### src/rtl/axi_rd_arbiter.sv
// Round-robin arbiter sharing one AXI read slave (AR + R) between NUM_MST read masters.
// One burst in flight at a time; R beats are routed back to the owner until the burst ends.
//
// state  | meaning
// IDLE   | no owner; searching m_arvalid round-robin from ptr
// ADDR   | owner granted; presenting its AR to the slave
// DATA   | AR accepted; routing R beats to the owner until burst end
module axi_rd_arbiter #(
   parameter int NUM_MST = 2,
   parameter int IDW     = 4,
   parameter int AW      = 32,
   parameter int DW      = 64
) (
   input  logic                   clk,
   input  logic                   rst,
   input  logic [NUM_MST-1:0]     m_arvalid,
   output logic [NUM_MST-1:0]     m_arready,
   input  logic [NUM_MST*IDW-1:0] m_arid,
   input  logic [NUM_MST*AW-1:0]  m_araddr,
   input  logic [NUM_MST*4-1:0]   m_arlen,
   input  logic [NUM_MST*3-1:0]   m_arsize,
   input  logic [NUM_MST*2-1:0]   m_arburst,
   output logic [NUM_MST-1:0]     m_rvalid,
   input  logic [NUM_MST-1:0]     m_rready,
   output logic [DW-1:0]          m_rdata,
   output logic [IDW-1:0]         m_rid,
   output logic [1:0]             m_rresp,
   output logic                   m_rlast,
   output logic                   s_arvalid,
   input  logic                   s_arready,
   output logic [IDW-1:0]         s_arid,
   output logic [AW-1:0]          s_araddr,
   output logic [3:0]             s_arlen,
   output logic [2:0]             s_arsize,
   output logic [1:0]             s_arburst,
   input  logic                   s_rvalid,
   output logic                   s_rready,
   input  logic [DW-1:0]          s_rdata,
   input  logic [IDW-1:0]         s_rid,
   input  logic [1:0]             s_rresp,
   input  logic                   s_rlast,
   output logic [NUM_MST-1:0]     gnt,
   output logic                   err_len,
   output logic                   err_id
);

   localparam int PW = (NUM_MST > 1) ? $clog2(NUM_MST) : 1;

   typedef enum logic [1:0] {S_IDLE, S_ADDR, S_DATA} state_t;

   state_t               state_q, state_d;
   logic [PW-1:0]        ptr_q, ptr_d;
   logic [NUM_MST-1:0]   gnt_q, gnt_d;
   logic [IDW-1:0]       arid_q, arid_d;
   logic [3:0]           arlen_q, arlen_d;
   logic [4:0]           beat_cnt_q, beat_cnt_d;

   logic                 hit;
   logic [PW-1:0]        hit_idx;
   int                   idx;
   logic [PW-1:0]        ptr_nxt;
   logic                 r_hs;
   logic                 last_cnt;
   logic                 burst_end;

   // First requester at or after ptr, wrapping modulo NUM_MST.
   always_comb begin
      hit     = 1'b0;
      hit_idx = '0;
      idx     = 0;
      for (int k = 0; k < NUM_MST; k++) begin
         idx = int'(ptr_q) + k;
         if (idx >= NUM_MST) idx = idx - NUM_MST;
         if (!hit && m_arvalid[idx]) begin
            hit     = 1'b1;
            hit_idx = PW'(idx);
         end
      end
   end

   always_comb begin
      s_arid    = '0;
      s_araddr  = '0;
      s_arlen   = '0;
      s_arsize  = '0;
      s_arburst = '0;
      ptr_nxt   = '0;
      for (int i = 0; i < NUM_MST; i++) begin
         if (gnt_q[i]) begin
            s_arid    = m_arid[i*IDW +: IDW];
            s_araddr  = m_araddr[i*AW +: AW];
            s_arlen   = m_arlen[i*4 +: 4];
            s_arsize  = m_arsize[i*3 +: 3];
            s_arburst = m_arburst[i*2 +: 2];
            ptr_nxt   = (i == NUM_MST-1) ? '0 : PW'(i+1);
         end
      end
   end

   assign s_arvalid = (state_q == S_ADDR);
   assign m_arready = (state_q == S_ADDR && s_arready) ? gnt_q : '0;
   assign m_rvalid  = (state_q == S_DATA && s_rvalid) ? gnt_q : '0;
   assign s_rready  = (state_q == S_DATA) && |(gnt_q & m_rready);

   assign m_rdata = s_rdata;
   assign m_rid   = s_rid;
   assign m_rresp = s_rresp;
   assign m_rlast = s_rlast;
   assign gnt     = gnt_q;

   // beat_cnt counts completed beats, so the expected last beat is at beat_cnt == arlen.
   assign r_hs      = s_rvalid && s_rready;
   assign last_cnt  = (beat_cnt_q == {1'b0, arlen_q});
   assign burst_end = r_hs && (s_rlast || last_cnt);
   assign err_len   = burst_end && (s_rlast ^ last_cnt);
   assign err_id    = r_hs && (s_rid != arid_q);

   always_comb begin
      state_d    = state_q;
      ptr_d      = ptr_q;
      gnt_d      = gnt_q;
      arid_d     = arid_q;
      arlen_d    = arlen_q;
      beat_cnt_d = beat_cnt_q;
      case (state_q)
         S_IDLE: begin
            if (hit) begin
               gnt_d          = '0;
               gnt_d[hit_idx] = 1'b1;
               for (int i = 0; i < NUM_MST; i++) begin
                  if (hit_idx == PW'(i)) begin
                     arid_d  = m_arid[i*IDW +: IDW];
                     arlen_d = m_arlen[i*4 +: 4];
                  end
               end
               beat_cnt_d = '0;
               state_d    = S_ADDR;
            end
         end
         S_ADDR: begin
            if (s_arready) begin
               state_d = S_DATA;
               ptr_d   = ptr_nxt;
            end
         end
         S_DATA: begin
            if (r_hs) begin
               beat_cnt_d = beat_cnt_q + 5'd1;
               if (burst_end) begin
                  state_d = S_IDLE;
                  gnt_d   = '0;
               end
            end
         end
         default: begin
            state_d = S_IDLE;
            gnt_d   = '0;
         end
      endcase
   end

   always_ff @(posedge clk) begin
      if (rst) begin
         state_q    <= S_IDLE;
         ptr_q      <= '0;
         gnt_q      <= '0;
         arid_q     <= '0;
         arlen_q    <= '0;
         beat_cnt_q <= '0;
      end else begin
         state_q    <= state_d;
         ptr_q      <= ptr_d;
         gnt_q      <= gnt_d;
         arid_q     <= arid_d;
         arlen_q    <= arlen_d;
         beat_cnt_q <= beat_cnt_d;
      end
   end

endmodule

### config.mk
export PLATFORM = sky130hd
export DESIGN_NAME = axi_rd_arbiter
export DESIGN_NICKNAME = d
export VERILOG_FILES = /design/src/rtl/axi_rd_arbiter.sv
export SDC_FILE = /design/constraint.sdc
export NUM_CORES = 1
export LEC_CHECK = 0
export ABC_AREA = 1
export CORE_AREA = 2 2 113 115
export CTS_CLUSTER_DIAMETER = 40
export DETAILED_ROUTE_END_ITERATION = 10
export DIE_AREA = 0 0 115 117
export MAX_ROUTING_LAYER = met4
export PLACE_DENSITY = 0.57
export SYNTH_ARGS = -nofsm -noshare
export SYNTH_HDL_FRONTEND = slang
export SYNTH_SLANG_ARGS = --single-unit
### constraint.sdc
create_clock -name clk -period 1.67 [get_ports clk]
set_clock_uncertainty 0.05 [all_clocks]
set_input_delay 0.334 -clock clk [delete_from_list [all_inputs] [get_ports clk]]
set_output_delay 0.334 -clock clk [all_outputs]
set_load 0.01 [all_outputs]
After elaboration in Yosys (flattened, before gate mapping)
Cells that the tools add are included.

Bits in registers: 18. Bits of input ports: 169.

Muxes and demuxes: 40. Bitwise logic cells: 3. Equal/unequal tests: 8. Add/subtract/negate cells: 4. Magnitude comparators: 6. Reduce and logical (&&, ||, !) cells: 19.

Operators with widths (count): $mux 32 (4); $lt 32x3->1 const B (2); $mux 4 (6); $mux 2 (9); $mux 1 (13); $pmux 2 s3 (2); $mux 5 (2); $pmux 5 s2 (1); $logic_and 1x1->1 (9); $reduce_and 4->1 (2); $mux 3 (2); $ne 2x2->1 const B (3); $add 5x1->5 const B (1); $eq 5x4->1 (1); $ne 4x4->1 (1); $reduce_and 2->1 (2); $reduce_and 3->1 (1); $sub 1x2->3 const B (1); $sub 2x2->3 const B (1); $add 1x1->2 const B (1); $and 2x2->2 (1); $eq 2x1->1 const B (1); $eq 2x2->1 const B (1); $ge 1x2->1 const B (1); 12 further kinds (12).

Logic depth before layout (Yosys ltp)
Word-level depth: 15. Mapped depth: 13. Mapped depth without buffers: 13.

Worst setup path before layout
OpenSTA, ideal clock, no wires.

Path kind: reg-to-output. Start: reg beat_cnt_q[0]. End: out err_len. Path slack: 0.015 ns. Data required time: 1.286 ns. Cell stages (with the launch flop): 8. Arrival: 1.271 ns. Cell sequence: dfxtp_1 inv_1 a221oi_1 nand3_1 ha_1 inv_1 nand3_4 nor2_1.

Cells in the longest elaborated chain, start to end: 4.

Ends and longest elaborated chain: start: declaration (RTL line 56) `logic [4:0] beat_cnt_q, beat_cnt_d;`; start signal: assignment (RTL line 176) `beat_cnt_q <= beat_cnt_d;`; $eq 5x4->1 (*) (RTL line 113) `assign last_cnt = (beat_cnt_q == {1'b0, arlen_q});`; $logic_or 1x1->1 (RTL line 114) `assign burst_end = r_hs && (s_rlast || last_cnt);`; $logic_and 1x1->1 (RTL line 114); $logic_and 1x1->1 (*) (RTL line 115) `assign err_len = burst_end && (s_rlast ^ last_cnt);`; end: declaration (RTL line 43) `output logic err_len,`.

Every way passes the cells marked *; elsewhere a longest branch is shown, timed or not.

Worst setup path after layout
Start: reg arlen_q[3]. End: out err_len.

Cells in the longest elaborated chain, start to end: 4.

Ends and longest elaborated chain: start: declaration (RTL line 55) `logic [3:0] arlen_q, arlen_d;`; start signal: assignment (RTL line 175) `arlen_q <= arlen_d;`; $eq 5x4->1 (*) (RTL line 113); $logic_or 1x1->1 (RTL line 114); $logic_and 1x1->1 (RTL line 114); $logic_and 1x1->1 (*) (RTL line 115).

Marked as above.

==> flow_summary.toml <==
[outcome]
status = "finished with violations"
violations = "setup timing"

[critical_path]
cp-start-kind = "flop"
cp_top_family = "simple AND/OR/NAND/NOR gates"
end_kind = "output pin"
required_ps = 1290
path_cells = "inv_2, nand2_1, o21ai_1, a221oi_1, nand3_1, ha_4, inv_2, nand3_4, nor2_1, buf_2"
cpPeakStageDelay_ps = 340
crit_buf_inv = 3
cp_max_fo = 2
cp.arrival_ps = 1730
critPathMostFrequentCell = "inv_2"
crit_slowest_cell = "dfxtp_2"
crit_type = "flop to output pin"

[yosys]
async_flop_share_pct = 0
seq_area_frac_synth_pct = 17.2
synth_cell_types = 38
yosysMostFrequentCell = "buf_4"
ys_ff_latch = 18
netlist.area_leader.share_pct = 25.4
synthesis.nets = 461
avgSynthCellArea_um2 = 7.23
yosys_warnings = 0
synth-edff-count = 0
synth_commonest_cells = "buf_4 (71), nand2_1 (40), a22o_1 (37)"
syn_inst = 290
yosys.area.top_type = "buf_4"
synth_flop_cell = "dfxtp_1"
netlist_area_um2 = 2100
synth_area_leaders = "buf_4 (25%), dfxtp_1 (17%), a22o_1 (15%), nand2_1 (7.2%), nor2_1 (3.4%)"

[sta]
slew_headroom_pct = 78.5
finalSetupViolCount = 45
timing.fmax_mhz = 473
slew_violations = 0
finalSetupTns_ps = -8710
finalWorstSetupSlack_ps = -445
hold_ws_ps = 440
period_minus_slack_ps = 2110
period_share_pct = 127
worst_slew_pin_slew_ps = 320
rsz0062_at_grt = "true"
hold_viol = 0

[pwr]
ir_drop_v = 0.000369
cellPowerDensity_nw_per_um2 = 664
leakage_nw = 1.94

[cells_and_area]
nFillCells = 1308
diodes = 0
syn_to_final_growth_pct = 99.0
fin_nets = 621
final_cells = 599
final_core_util_pct = 33.9
multi_input_area_um2 = 1180
design_area_um2 = 4170
regArea_um2 = 372
drive_gt1_share_pct = 42.1

[clock_tree]
clk_latency_ps = 250
clk_pin_slew_ps = 60
ctsHtreeMaxLevel = 1
cts_buffers = 3
cts.sinks = 18
cts_buffer_depth = 2
cts_tree = "built"
cts_root_buf = "clkbuf_16"

[routing]
dr.pass1.iters = 4
ant_nets = 0
routedWlPerCell_um = 16.6
drt_iter0_markers = 98
totalWireLength_um = 9940
drc = 0
drt-vias-per-instance = 4.19
vias = 2509

[floorplan]
initial_core_util_pct = 17.0
die_y_um = 117
dieArea_um2 = 13500
die_x_um = 115
pin_count = 295
num_rows = 41
core-area_um2 = 12300

[global_routing]
grt_pass1_vias = 2281
grt_max_degree = 19
grt_usage_pct = 13.5
overflow = 0
grt_pass1_wl_um = 13400
grt_antenna_before_repair = 0

[run]
maxCapViolations = 0

[placed_design]
place_hpwl_um = 7490
placed_cell_area_um2 = 3720
placedCellCount = 569
io_buffer_count = 162
place.gp.congestion = 0.841

[min_path]
holdCritPathClass = "flop to flop"
[area by class of cell]
type                            instances  share of cell area (%)
Clock buffer                            4                    2.13
Inverter                               23                    2.07
Multi-Input combinational cell        167                    28.2
Sequential cell                        18                    8.91
Tap cell                              150                    4.50
Timing Repair Buffer                  237                    54.2
[stage by stage]
| step | worst slack [ps] | total power [mW] |
|---|---|---|
| CTS | -405 | 2.68 |
| floorplan | 15.3 | 1.22 |
| detailed placement | -644 | 1.92 |
| finish | -445 | 2.77 |
| global placement | -665 | 1.92 |
| global route | -538 | 2.93 |
[worst reg2reg max path, stage by stage, from the launching register on]
cell and delay (ps):
dfxtp_2 340, inv_2 40, nand2_1 50, o21ai_1 60, a221oi_1 220, nand3_1 200, ha_4 210, inv_2 50
nand3_4 60, buf_4 130, buf_6 100, buf_6 100, nand2_4 60, nand3_2 70, nand2_1 60, nand2_1 40
nor2_1 70
[layer usage]
| metal | track usage [%] | vias to the layer above | part of all wire [%] |
|---|---|---|---|
| met1 | 19.6 | 1153 | 45 |
| met3 | 3.04 | 20 | 7.8 |
| met4 | 2.97 | 0 | 1.0 |
| met5 | - | - | 0 |
| li1 | - | 1235 | - |
| met2 | 19.1 | 101 | 46 |
[placed cells by master (no fill, tap or decap), types with 3 or more instances in the layout]
cell	n
nand2_4	7
buf_12	6
clkbuf_16	4
a22o_1	35
o21ai_1	13
buf_2	41
o21ai_0	4
nand3_1	9
dlygate4sd2_1	8
nor3_2	3
nand2_2	9
nor2_4	3
nor2_1	18
buf_16	6
inv_2	10
clkdlybuf4s50_1	99
dfxtp_2	6
buf_6	27
buf_4	45
nand2_1	29
o22ai_1	3
inv_1	12
nor2_2	3
dfxtp_1	11
a21oi_1	8
[registers in the layout, indices dropped and copies added (netlist names)]
signal and count:
arlen_q 4, state_q 2, beat_cnt_q 5, gnt 2, ptr_q 1, arid_q 4
[report_power, final]
part	switching, mW	total (mW)	internal, mW
clock	0.173	0.537	0.365
sequential	0.0278	0.498	0.471
combinational	0.732	1.73	1.00
total	0.932	2.77	1.84
[path summary, 6_finish.rpt]
path / to / startpoint / cells after the start / slack, ps
setup / recovery: err_len / arlen_q[3] / 10 / -440
hold / removal: arid_q[3] / arid_q[3] / 2 / 440
setup reg to reg: gnt[1] / arlen_q[3] / 16 / -310
hold reg to reg: arid_q[3] / arid_q[3] / 2 / 440
[kinds of logic after synthesis]
logic type	count (synthesis)	synth area share (%)
adder cells (fa/ha/maj)	2	1.19
XOR/XNOR	2	0.835
buffers and inverters	105	32.2
AO/OA/AOI/OAI	72	26.0
AND/OR/NAND/NOR	91	22.6
flip-flops	18	17.2
[timing repair]
item,4_1_cts,5_1_grt
hold buffers,0,0
endpoints found under the setup margin,62,56
cloned,7,1
setup buffers,17,7
pin swaps,17,19
gates resized for setup,266,41
No activity file was read; power rests on OpenSTA's default activity.
